[src/rtl/alu_result_fifo.sv]
// Capture stage for the 4-bit sequential ALU: detects rising edges of the done flag,
// queues {sign, zero, carry, result} in a show-ahead FIFO and tracks op count / overflow.

module alu_result_fifo #(
  parameter int DEPTH = 4,
  parameter int CW    = 3
) (
  input  logic          clk,
  input  logic          reset,
  input  logic [7:0]    alu_in,
  input  logic          rd_en,
  input  logic          clr_ovf,
  output logic [6:0]    rd_data,
  output logic          rd_valid,
  output logic [CW-1:0] count,
  output logic          full,
  output logic          overflow,
  output logic [7:0]    op_count
);

  localparam int AW = $clog2(DEPTH);

  logic          done_q,     done_d;
  logic [AW-1:0] rd_ptr_q,   rd_ptr_d;
  logic [AW-1:0] wr_ptr_q,   wr_ptr_d;
  logic [CW-1:0] count_q,    count_d;
  logic          ovf_q,      ovf_d;
  logic [7:0]    op_count_q, op_count_d;
  logic [6:0]    mem_q [DEPTH];

  logic          push_s;
  logic          pop_s;
  logic          full_s;
  logic          empty_s;
  logic          wr_ok_s;
  logic          drop_s;
  logic [6:0]    wr_data_s;

  // Event decode and next-state for pointers, count and flags
  always_comb begin
    done_d     = alu_in[4];
    rd_ptr_d   = rd_ptr_q;
    wr_ptr_d   = wr_ptr_q;
    count_d    = count_q;
    ovf_d      = ovf_q;
    op_count_d = op_count_q;

    push_s    = alu_in[4] & ~done_q;
    full_s    = (count_q == CW'(DEPTH));
    empty_s   = (count_q == {CW{1'b0}});
    pop_s     = rd_en & ~empty_s;
    // A pop in the same cycle frees the slot a full FIFO needs for the push
    wr_ok_s   = push_s & (~full_s | pop_s);
    drop_s    = push_s & full_s & ~pop_s;
    wr_data_s = {alu_in[7:5], alu_in[3:0]};

    if (push_s) begin
      op_count_d = op_count_q + 8'd1;
    end else begin
      op_count_d = op_count_q;
    end

    if (wr_ok_s) begin
      wr_ptr_d = wr_ptr_q + AW'(1);
    end else begin
      wr_ptr_d = wr_ptr_q;
    end

    if (pop_s) begin
      rd_ptr_d = rd_ptr_q + AW'(1);
    end else begin
      rd_ptr_d = rd_ptr_q;
    end

    case ({wr_ok_s, pop_s})
      2'b10:   count_d = count_q + CW'(1);
      2'b01:   count_d = count_q - CW'(1);
      default: count_d = count_q;
    endcase

    if (drop_s) begin
      ovf_d = 1'b1;
    end else if (clr_ovf) begin
      ovf_d = 1'b0;
    end else begin
      ovf_d = ovf_q;
    end
  end

  // Control state registers
  always_ff @(posedge clk or negedge reset) begin
    if (!reset) begin
      done_q     <= 1'b0;
      rd_ptr_q   <= {AW{1'b0}};
      wr_ptr_q   <= {AW{1'b0}};
      count_q    <= {CW{1'b0}};
      ovf_q      <= 1'b0;
      op_count_q <= 8'd0;
    end else begin
      done_q     <= done_d;
      rd_ptr_q   <= rd_ptr_d;
      wr_ptr_q   <= wr_ptr_d;
      count_q    <= count_d;
      ovf_q      <= ovf_d;
      op_count_q <= op_count_d;
    end
  end

  // Storage array; contents need no reset because rd_data is gated by rd_valid
  always_ff @(posedge clk) begin
    if (wr_ok_s) begin
      mem_q[wr_ptr_q] <= wr_data_s;
    end
  end

  // Show-ahead head entry and status outputs
  always_comb begin
    rd_valid = ~empty_s;
    if (!empty_s) begin
      rd_data = mem_q[rd_ptr_q];
    end else begin
      rd_data = 7'd0;
    end
    count    = count_q;
    full     = full_s;
    overflow = ovf_q;
    op_count = op_count_q;
  end

  alu_result_fifo_chk #(.DEPTH(DEPTH), .CW(CW)) u_chk (
    .clk      (clk),
    .reset    (reset),
    .rd_data  (rd_data),
    .rd_valid (rd_valid),
    .count    (count),
    .full     (full)
  );

endmodule

// Structural invariants of the FIFO status outputs.
module alu_result_fifo_chk #(
  parameter int DEPTH = 4,
  parameter int CW    = 3
) (
  input  logic          clk,
  input  logic          reset,
  input  logic [6:0]    rd_data,
  input  logic          rd_valid,
  input  logic [CW-1:0] count,
  input  logic          full
);

  a_count_bound: assert property (@(posedge clk) disable iff (!reset)
    count <= CW'(DEPTH));
  a_full_match: assert property (@(posedge clk) disable iff (!reset)
    full == (count == CW'(DEPTH)));
  a_valid_match: assert property (@(posedge clk) disable iff (!reset)
    rd_valid == (count != {CW{1'b0}}));
  a_empty_zero: assert property (@(posedge clk) disable iff (!reset)
    !rd_valid |-> (rd_data == 7'd0));

endmodule

[config.mk]
export PLATFORM = sky130hd
export DESIGN_NAME = alu_result_fifo
export DESIGN_NICKNAME = d
export VERILOG_FILES = /design/src/rtl/alu_result_fifo.sv
export SDC_FILE = /design/constraint.sdc
export NUM_CORES = 1
export LEC_CHECK = 0
export CAP_MARGIN = 20
export CORE_UTILIZATION = 27
export CTS_BUF_LIST = sky130_fd_sc_hd__clkbuf_4 sky130_fd_sc_hd__clkbuf_8
export DETAILED_ROUTE_END_ITERATION = 6
export SLEW_MARGIN = 5
export SYNTH_ARGS = -nofsm -noshare
export SYNTH_HDL_FRONTEND = slang
export SYNTH_SLANG_ARGS = --single-unit
[constraint.sdc]
create_clock -name clk -period 4.6 [get_ports clk]
set_clock_uncertainty 0.1 [all_clocks]
set_input_delay 0.92 -clock clk [delete_from_list [all_inputs] [get_ports clk]]
set_output_delay 0.92 -clock clk [all_outputs]
set_load 0.02 [all_outputs]
# --- After elaboration in Yosys (flattened, before gate mapping) ---
# Memory sizes are Yosys's and may differ from the RTL's.
# Cells that the tools add are included.
totals:
  word_cells: 34
  mem_bits_rw: 28
  output_inout_bits: 21
  regBits: 17
  n_memories: 1
  input_bits: 12
memory_table:
  columns: ["memory", "words", "word_bits", "read_ports", "rd_ports_with_merged_regs", "write_ports", "line_no", "source"]
  rows:
  - ["mem_q", 4, 7, 1, 0, 1, "29", "logic [6:0] mem_q [DEPTH];"]
classes:
  n_eq_ne: 3
  mux: 6
  bitwise: 10
  n_reduce_logical: 3
  addsub: 5
ops:
  columns: ["op", "count"]
  rows:
  - ["$add 8x1->8 const B", 1]
  - ["$mux 7", 1]
  - ["$pmux 3 s2", 1]
  - ["$and 1x1->1", 5]
  - ["$add 2x1->2 const B", 2]
  - ["$mux 1", 4]
  - ["$not 1->1", 4]
  - ["$reduce_bool 2->1", 2]
  - ["$add 3x1->3 const B", 1]
  - ["$eq 3x3->1 const B", 1]
  - ["$logic_not 3->1", 1]
  - ["$sub 3x1->3 const B", 1]
  - ["$eq 2x1->1 const B", 1]
  - ["$eq 2x2->1 const B", 1]
  - ["$or 1x1->1", 1]

# --- Logic depth before layout (Yosys ltp) ---
# Gate-level depths: netlist of the first run.
depth:
  word_depth: 7
  ltp_mapped: 7
  depth_no_buf: 6

# --- Least setup slack after synthesis of the first run ---
# No wires, ideal clock.
synth_timing:
  kind: "input-to-reg"
  startpoint: "in alu_in[4]"
  endpoint: "reg count_q[2] (netlist: count[2])"
  n_path_buf: 1
  t_arrival_ns: 2.217
  t_required_ns: 4.368
  cell_stages: 6
  setup_ns: 0.132
  path_slack_ns: 2.152
  cell_sequence: "nand2b_1 > buf_6 > nand3_1 > fa_1 > o311ai_1 > or3b_1"
synth_between:
  elab_chain_len: 4
  word_cells_on_any_way: 6
  classes_between: "2 x eq/ne; 1 x mux; 2 x bitwise; 1 x reduce/logical"
synth_lines:
  columns: ["item", "line_no", "source"]
  rows:
  - ["start, declared", "10", "input logic [7:0] alu_in,"]
  - ["$and 1x1->1 (*)", "48", "push_s = alu_in[4] & ~done_q;"]
  - ["$and 1x1->1 (*)", "53", "wr_ok_s = push_s & (~full_s | pop_s);"]
  - ["$eq 2x1->1 / $eq 2x2->1 (equally long branches)", "75", "case ({wr_ok_s, pop_s})"]
  - ["$pmux 3 s2 / $reduce_bool 2->1 (equally long branches)", null, null]
  - ["end signal, assigned", "96", "count_q <= {CW{1'b0}};"]
  - ["end signal, assigned", "103", "count_q <= count_d;"]
  - ["end, declared", "26", "logic [CW-1:0] count_q, count_d;"]
# Every way passes the cells marked *; elsewhere a longest branch is shown, timed or not.
# A chain may end at the register's enable or synchronous reset.

# --- Final worst setup path of the first run ---
layout_timing:
  startpoint: "reg rd_ptr_q[0]"
  endpoint: "out rd_data[0]"
layout_between:
  elab_chain_len: 2
layout_lines:
  columns: ["item", "line_no", "source"]
  rows:
  - ["start, declared", "24", "logic [AW-1:0] rd_ptr_q, rd_ptr_d;"]
  - ["start signal, assigned", "94", "rd_ptr_q <= {AW{1'b0}};"]
  - ["start signal, assigned", "101", "rd_ptr_q <= rd_ptr_d;"]
  - ["$mem_v2 4x7", null, null]
  - ["$mux 7", "119", "if (!empty_s) begin"]
  - ["end, declared", "13", "output logic [6:0] rd_data,"]
# Every way passes these cells.

==> results.cfg, run 1 <==
[floorplanning]
die-area_um2 = 7626
fp.dieH_um = 87.33
core_um2 = 6907
die_w_um = 87.33
io_pins = 33
rows = 30
initial_core_util_pct = 28.46

[outcome]
status = completed

[sta]
rsz0062_at_grt = false
worst_slew_pin_slew_ps = 756.2
fin_crit_ps = 3260
fin_hold_ws_ps = 373.0
tns_ps = 0
setup_viol = 0
slew_violations = 0
finalHoldViolCount = 0
clock.fmax_mhz = 306.8
slew_headroom_pct = 49.43
fin_crit_sh_pct = 70.86

[placed_design]
placed_cell_area_um2 = 2371
numPortBuffers = 32
place_inst = 252
hpwlAfterDp_um = 2331
routabilityCongestion = 0.7389

[synthesis]
synthArstFlopShare_pct = 37.78
postSynthCellCount = 130
synth.area.top_cells = edfxtp_1 (43%), dfrtp_1 (22%), mux4_2 (8.0%), xnor2_1 (4.9%), and2_1 (3.5%)
synth_top_area_share_pct = 42.78
ys_ff_latch = 45
ys.flop_type = edfxtp_1
syn-cell-area_um2 = 1966
synth_edf_count = 28
ys_types = 35
yosysWarnings = 0
seq_area_frac_synth_pct = 64.42
syn-num-nets = 148
syn_avg_cell_area_um2 = 15.12
yosysTopAreaCell = edfxtp_1

[hold_path]
hold_start = op_count[7]$_DFFE_PN0P_
hp-class = flip-flop to flip-flop

[detailed_routing]
drc = 0
ant_nets = 0
dr_total_vias = 1075
first_pass_iters = 4
viasPerCell = 4.135
route.final.wire_length_um = 3329
routedWlPerCell_um = 12.80
drt_iter0_drc = 26

[global_route]
grt_max_degree = 18
grt_pass1_vias = 1073
grt.total_usage_pct = 9.951
antenna_found_initial = 0
grt_pass1_wl_um = 5520
grt.overflow.total = 0

[layout]
fillers = 677
drive_above_1_share_pct = 12.20
final_area_um2 = 2486
diodes = 0
stdcell_count = 260
syn_to_final_growth_pct = 26.48
nNetsFinal = 181

[power]
vdd_drop_max_uv = 134.7
power_density_nw_per_um2 = 620.9
fin_total_pwr_mw = 1.544
p_leak_nw = 0.9086

[run]
max_cap_viol_count = 0

[cts]
cts_tree = yes
clk_pin_slew_ps = 80
clock_latency_ps = 300
h-tree-depth = 2
clockBufferDepth = 2
cts_made_buffers = 5
post_cts_resized = 0
root_buffer = clkbuf_8
clock-sinks = 45
post-cts-setup-buffer-count = 0
hold_buffers = 0

[worst_setup_path]
crit_start = rd_ptr_q[0]$_DFFE_PN0P_
critPathCaptureType = output pin
timing.rr.start = count[0]$_DFFE_PN0P_
crit_required_ps = 3580
reg2reg_slack_ps = 2390
worstSetupPathType = flip-flop to output pin
startpoint_type = flip-flop
arrival_ps = 2240
critPathMaxFanout = 9
[report_power, final]
part	internal [mW]	switching, mW	total, mW
clock network	0.169	0.131	0.300
logic	0.337	0.285	0.621
registers	0.516	0.106	0.622
total	1.02	0.522	1.54
[kinds of logic after synthesis]
| kind of cell | Yosys count | synth area share [%] |
|---|---|---|
| compound gates | 11 | 3.947 |
| xor+xnor | 12 | 5.347 |
| fa+ha+maj | 6 | 4.201 |
| buf+inv | 12 | 2.928 |
| flops | 45 | 64.42 |
| mux | 8 | 8.784 |
| simple gates | 36 | 10.38 |
[synthesized netlist by cell type, drive strengths merged (2+ instances only)]
library cell	number
o21ai	2
mux4	7
dfrtp	17
xnor2	11
and3	2
buf	5
ha	5
and2	11
a21oi	2
inv	6
nand2	9
nor2	2
edfxtp	28
nand3	6
[through the flow]
step / setup slack, ps / utilization (%)
3_5_place_dp: 1424 / 34.33
5_1_grt: 1191 / 36.00
6_report: 1340 / 36.00
3_3_place_gp: 1501 / 34.33
4_1_cts: 1278 / 36.00
2_1_floorplan: 2152 / -
[metal layers]
layer / up-vias / share of wire [%] / GRT usage (%)
met5: - / 0 / 0
met1: 516 / 46 / 12.63
met4: 0 / 2.6 / 6.259
met3: 7 / 3.8 / 2.654
met2: 16 / 47 / 15.06
li1: 536 / - / -
[sequential cells by signal, indices dropped and copies added, names as in the netlist]
name      count
done_q        1
rd_ptr_q      2
mem_q        28
op_count      8
overflow      1
count         3
wr_ptr_q      2
[final cells by class]
| cell class | count | area, um2 | share of cell area [%] |
|---|---|---|---|
| multi-input cells | 73 | 641.9 | 25.82 |
| repair buffers | 32 | 320.3 | 12.88 |
| clock buffers | 6 | 76.32 | 3.070 |
| flip-flops and latches | 45 | 1266 | 50.93 |
| inverters | 6 | 22.52 | 0.9059 |
| clock inverters | 2 | 38.79 | 1.560 |
| well taps | 96 | 120.1 | 4.831 |
[path summary, 6_finish.rpt]
path,endpoint,depth (start not counted)
min reg2reg,op_count[7]$_DFFE_PN0P_,1
max reg2reg,count[2]$_DFFE_PN0P_,5
max,rd_data[0],3
min in group asynchronous,op_count[5]$_DFFE_PN0P_,1
min,op_count[7]$_DFFE_PN0P_,1
max in group asynchronous,wr_ptr_q[1]$_DFFE_PN0P_,1
[worst max-delay path: stages (launching register included)]
cell and delay [ps]:
dfrtp_1 670, mux4_2 580, and2_1 170, clkdlybuf4s50_1 530
[placed cells by master (no fill, tap or decap), drive strengths merged, types with 2 or more instances in the layout]
cell,synthesis,layout
clkdlybuf4s50,0,32
edfxtp,28,28
dfrtp,17,17
and2,11,11
xnor2,11,11
nand2,9,9
mux4,7,7
inv,6,6
nand3,6,6
clkbuf,1,6
ha,5,5
a21oi,2,2
and3,2,2
nor2,2,2
o21ai,2,2
Note: power is estimated with default switching activity, not from simulation.
==> inputs of run 2 (changes only) <==
Clock period 4.6 ns to 2.6 ns, I/O delays scaled along.
==> run 2 against run 1 <==
  * Power increased by 75%
  * Final cell count is 2.3% higher
  * Setup slack lost 1200 ps
  * Combinational power rose by 85%
  * First-iteration DRC count grew 88%
  * Sequential power is 67% higher
  * Non-clock buffer count is 7 higher
  * Via count increased by 5.1%
  * Wire length up 5.9%
  * Highest routed layer unchanged
==> results.cfg, run 2 (synthesis results as in run 1) <==
[outcome]
status = completed

[global_route]
grt_pass1_wl_um = 5706
grt.overflow.total = 0
antenna_found_initial = 0
grt_pass1_vias = 1159
grt.total_usage_pct = 10.14
grt_max_degree = 18

[placed_design]
pre_cts_slack_ps = 126.2
routabilityCongestion = 0.7098
numPortBuffers = 32
hpwlAfterDp_um = 2505
place_inst = 259
placed_cell_area_um2 = 2424

[floorplanning]
fp.dieH_um = 87.33
core_um2 = 6907
die_w_um = 87.33
die-area_um2 = 7626
rows = 30
io_pins = 33
initial_core_util_pct = 28.46

[power]
p_sw_share_pct = 34.33
power_density_nw_per_um2 = 1069
fin_total_pwr_mw = 2.694
p_int_mw = 1.769
p_clk_share_pct = 18.6
seqPwrFrac_pct = 38.6
p_switching_uw = 924.8
combPwrFrac_pct = 42.8
p_leak_nw = 0.9514
vdd_drop_max_uv = 288.0

[sta]
tns_ps = 0
finalHoldViolCount = 0
fin_crit_sh_pct = 93.61
slew_violations = 0
rsz0062_at_grt = false
worst_slew_pin_slew_ps = 398.6
slew_headroom_pct = 73.43
fin_crit_ps = 2434
fin_ws_ps = 166.1
setup_viol = 0
clock.fmax_mhz = 410.9

[cts]
post-cts-setup-buffer-count = 0
root_buffer = clkbuf_8
post_cts_resized = 7
cts_made_buffers = 5
clock-sinks = 45
clk_pin_slew_ps = 80
clockBufferDepth = 2
h-tree-depth = 2
cts_tree = yes
clock_latency_ps = 290
hold_buffers = 0

[layout]
top_register = mem_q
stdcell_count = 266
diodes = 0
largest_reg_flops = 28
nNetsFinal = 188
fillers = 689
final_common_cell = edfxtp_1
final_cell_mix = edfxtp_1 (28), clkdlybuf4s50_1 (25), dfrtp_1 (17)
final_area_um2 = 2519
syn_to_final_growth_pct = 28.14
drive_above_1_share_pct = 15.29

[worst_setup_path]
worstSetupPathType = flip-flop to output pin
cp_slowest_cell = mux4_2
critPathMaxFanout = 9
slowest_delay_ps = 520
critPathCaptureType = output pin
startpoint_type = flip-flop
cp_cell_sequence = buf_4, mux4_2, and2_1, dlygate4sd2_1
arrival_ps = 1810
crit_required_ps = 1980

[detailed_routing]
route.final.wire_length_um = 3527
viasPerCell = 4.248
drc = 0
ant_nets = 0
dr_total_vias = 1130
first_pass_iters = 4
drt_iter0_drc = 49
routedWlPerCell_um = 13.26

[run]
max_cap_viol_count = 0

[hold_path]
hp-class = flip-flop to flip-flop
[run 2: changes by cell type in the layout (fill, tap and decap cells not counted), sizes merged]
cell | previous run | this run
buf | 0 | 7
clkbuf | 6 | 5
clkdlybuf4s50 | 32 | 25
dlygate4sd2 | 0 | 7
[run 2: area by class of cell]
| class | instances | area [um2] | share of cell area (%) |
|---|---|---|---|
| flip-flops and latches | 45 | 1266 | 50.27 |
| multi-input cells | 73 | 641.9 | 25.48 |
| repair buffers | 39 | 364.1 | 14.46 |
| well taps | 96 | 120.1 | 4.769 |
| clock buffers | 5 | 68.82 | 2.732 |
| clock inverters | 2 | 35.03 | 1.391 |
| inverters | 6 | 22.52 | 0.8942 |
[run 2: metrics by stage]
step	hold WS (ps)	util [%]
after global placement	363.9	35.09
after detailed placement	365.9	35.09
after floorplan	124.4	-
after CTS	377.1	36.47
after global routing	409.1	36.47
final	367.1	36.47
[run 2: power groups by stage]
stage | clock (mW) | sequential, mW | combinational (mW)
CTS | 0.519 | 1.05 | 1.18
detailed placement | 0 | 1.06 | 1.23
global route | 0.545 | 1.06 | 1.26
global placement | 0 | 1.06 | 1.22
finish | 0.502 | 1.04 | 1.15
floorplan | 0 | 1.11 | 0.667
[run 2: metal layers]
metal	wire (um)	track usage (%)	part of all wire [%]
met5	0	0	0
met1	1587	12.71	45
met4	35	4.024	0.99
met3	130	2.654	3.7
met2	1774	16.69	50
[run 2: final timing paths]
check | start | to | slack [ps] | depth (start not counted)
hold / removal | op_count[7]$_DFFE_PN0P_ | op_count[7]$_DFFE_PN0P_ | 370 | 1
hold reg to reg | op_count[7]$_DFFE_PN0P_ | op_count[7]$_DFFE_PN0P_ | 370 | 1
min in group asynchronous | reset | op_count[5]$_DFFE_PN0P_ | 450 | 2
max in group asynchronous | reset | rd_ptr_q[0]$_DFFE_PN0P_ | 1760 | 2
setup / recovery | rd_ptr_q[0]$_DFFE_PN0P_ | rd_data[0] | 170 | 4
setup reg to reg | count[1]$_DFFE_PN0P_ | count[1]$_DFFE_PN0P_ | 480 | 6
[run 2: worst max-delay path: cells and delay by family (launching register included)]
| family | cells | cell delay, ps |
|---|---|---|
| flip-flops | 1 | 330 |
| multiplexers | 1 | 520 |
| buffers and inverters | 2 | 520 |
| AND/OR/NAND/NOR | 1 | 160 |
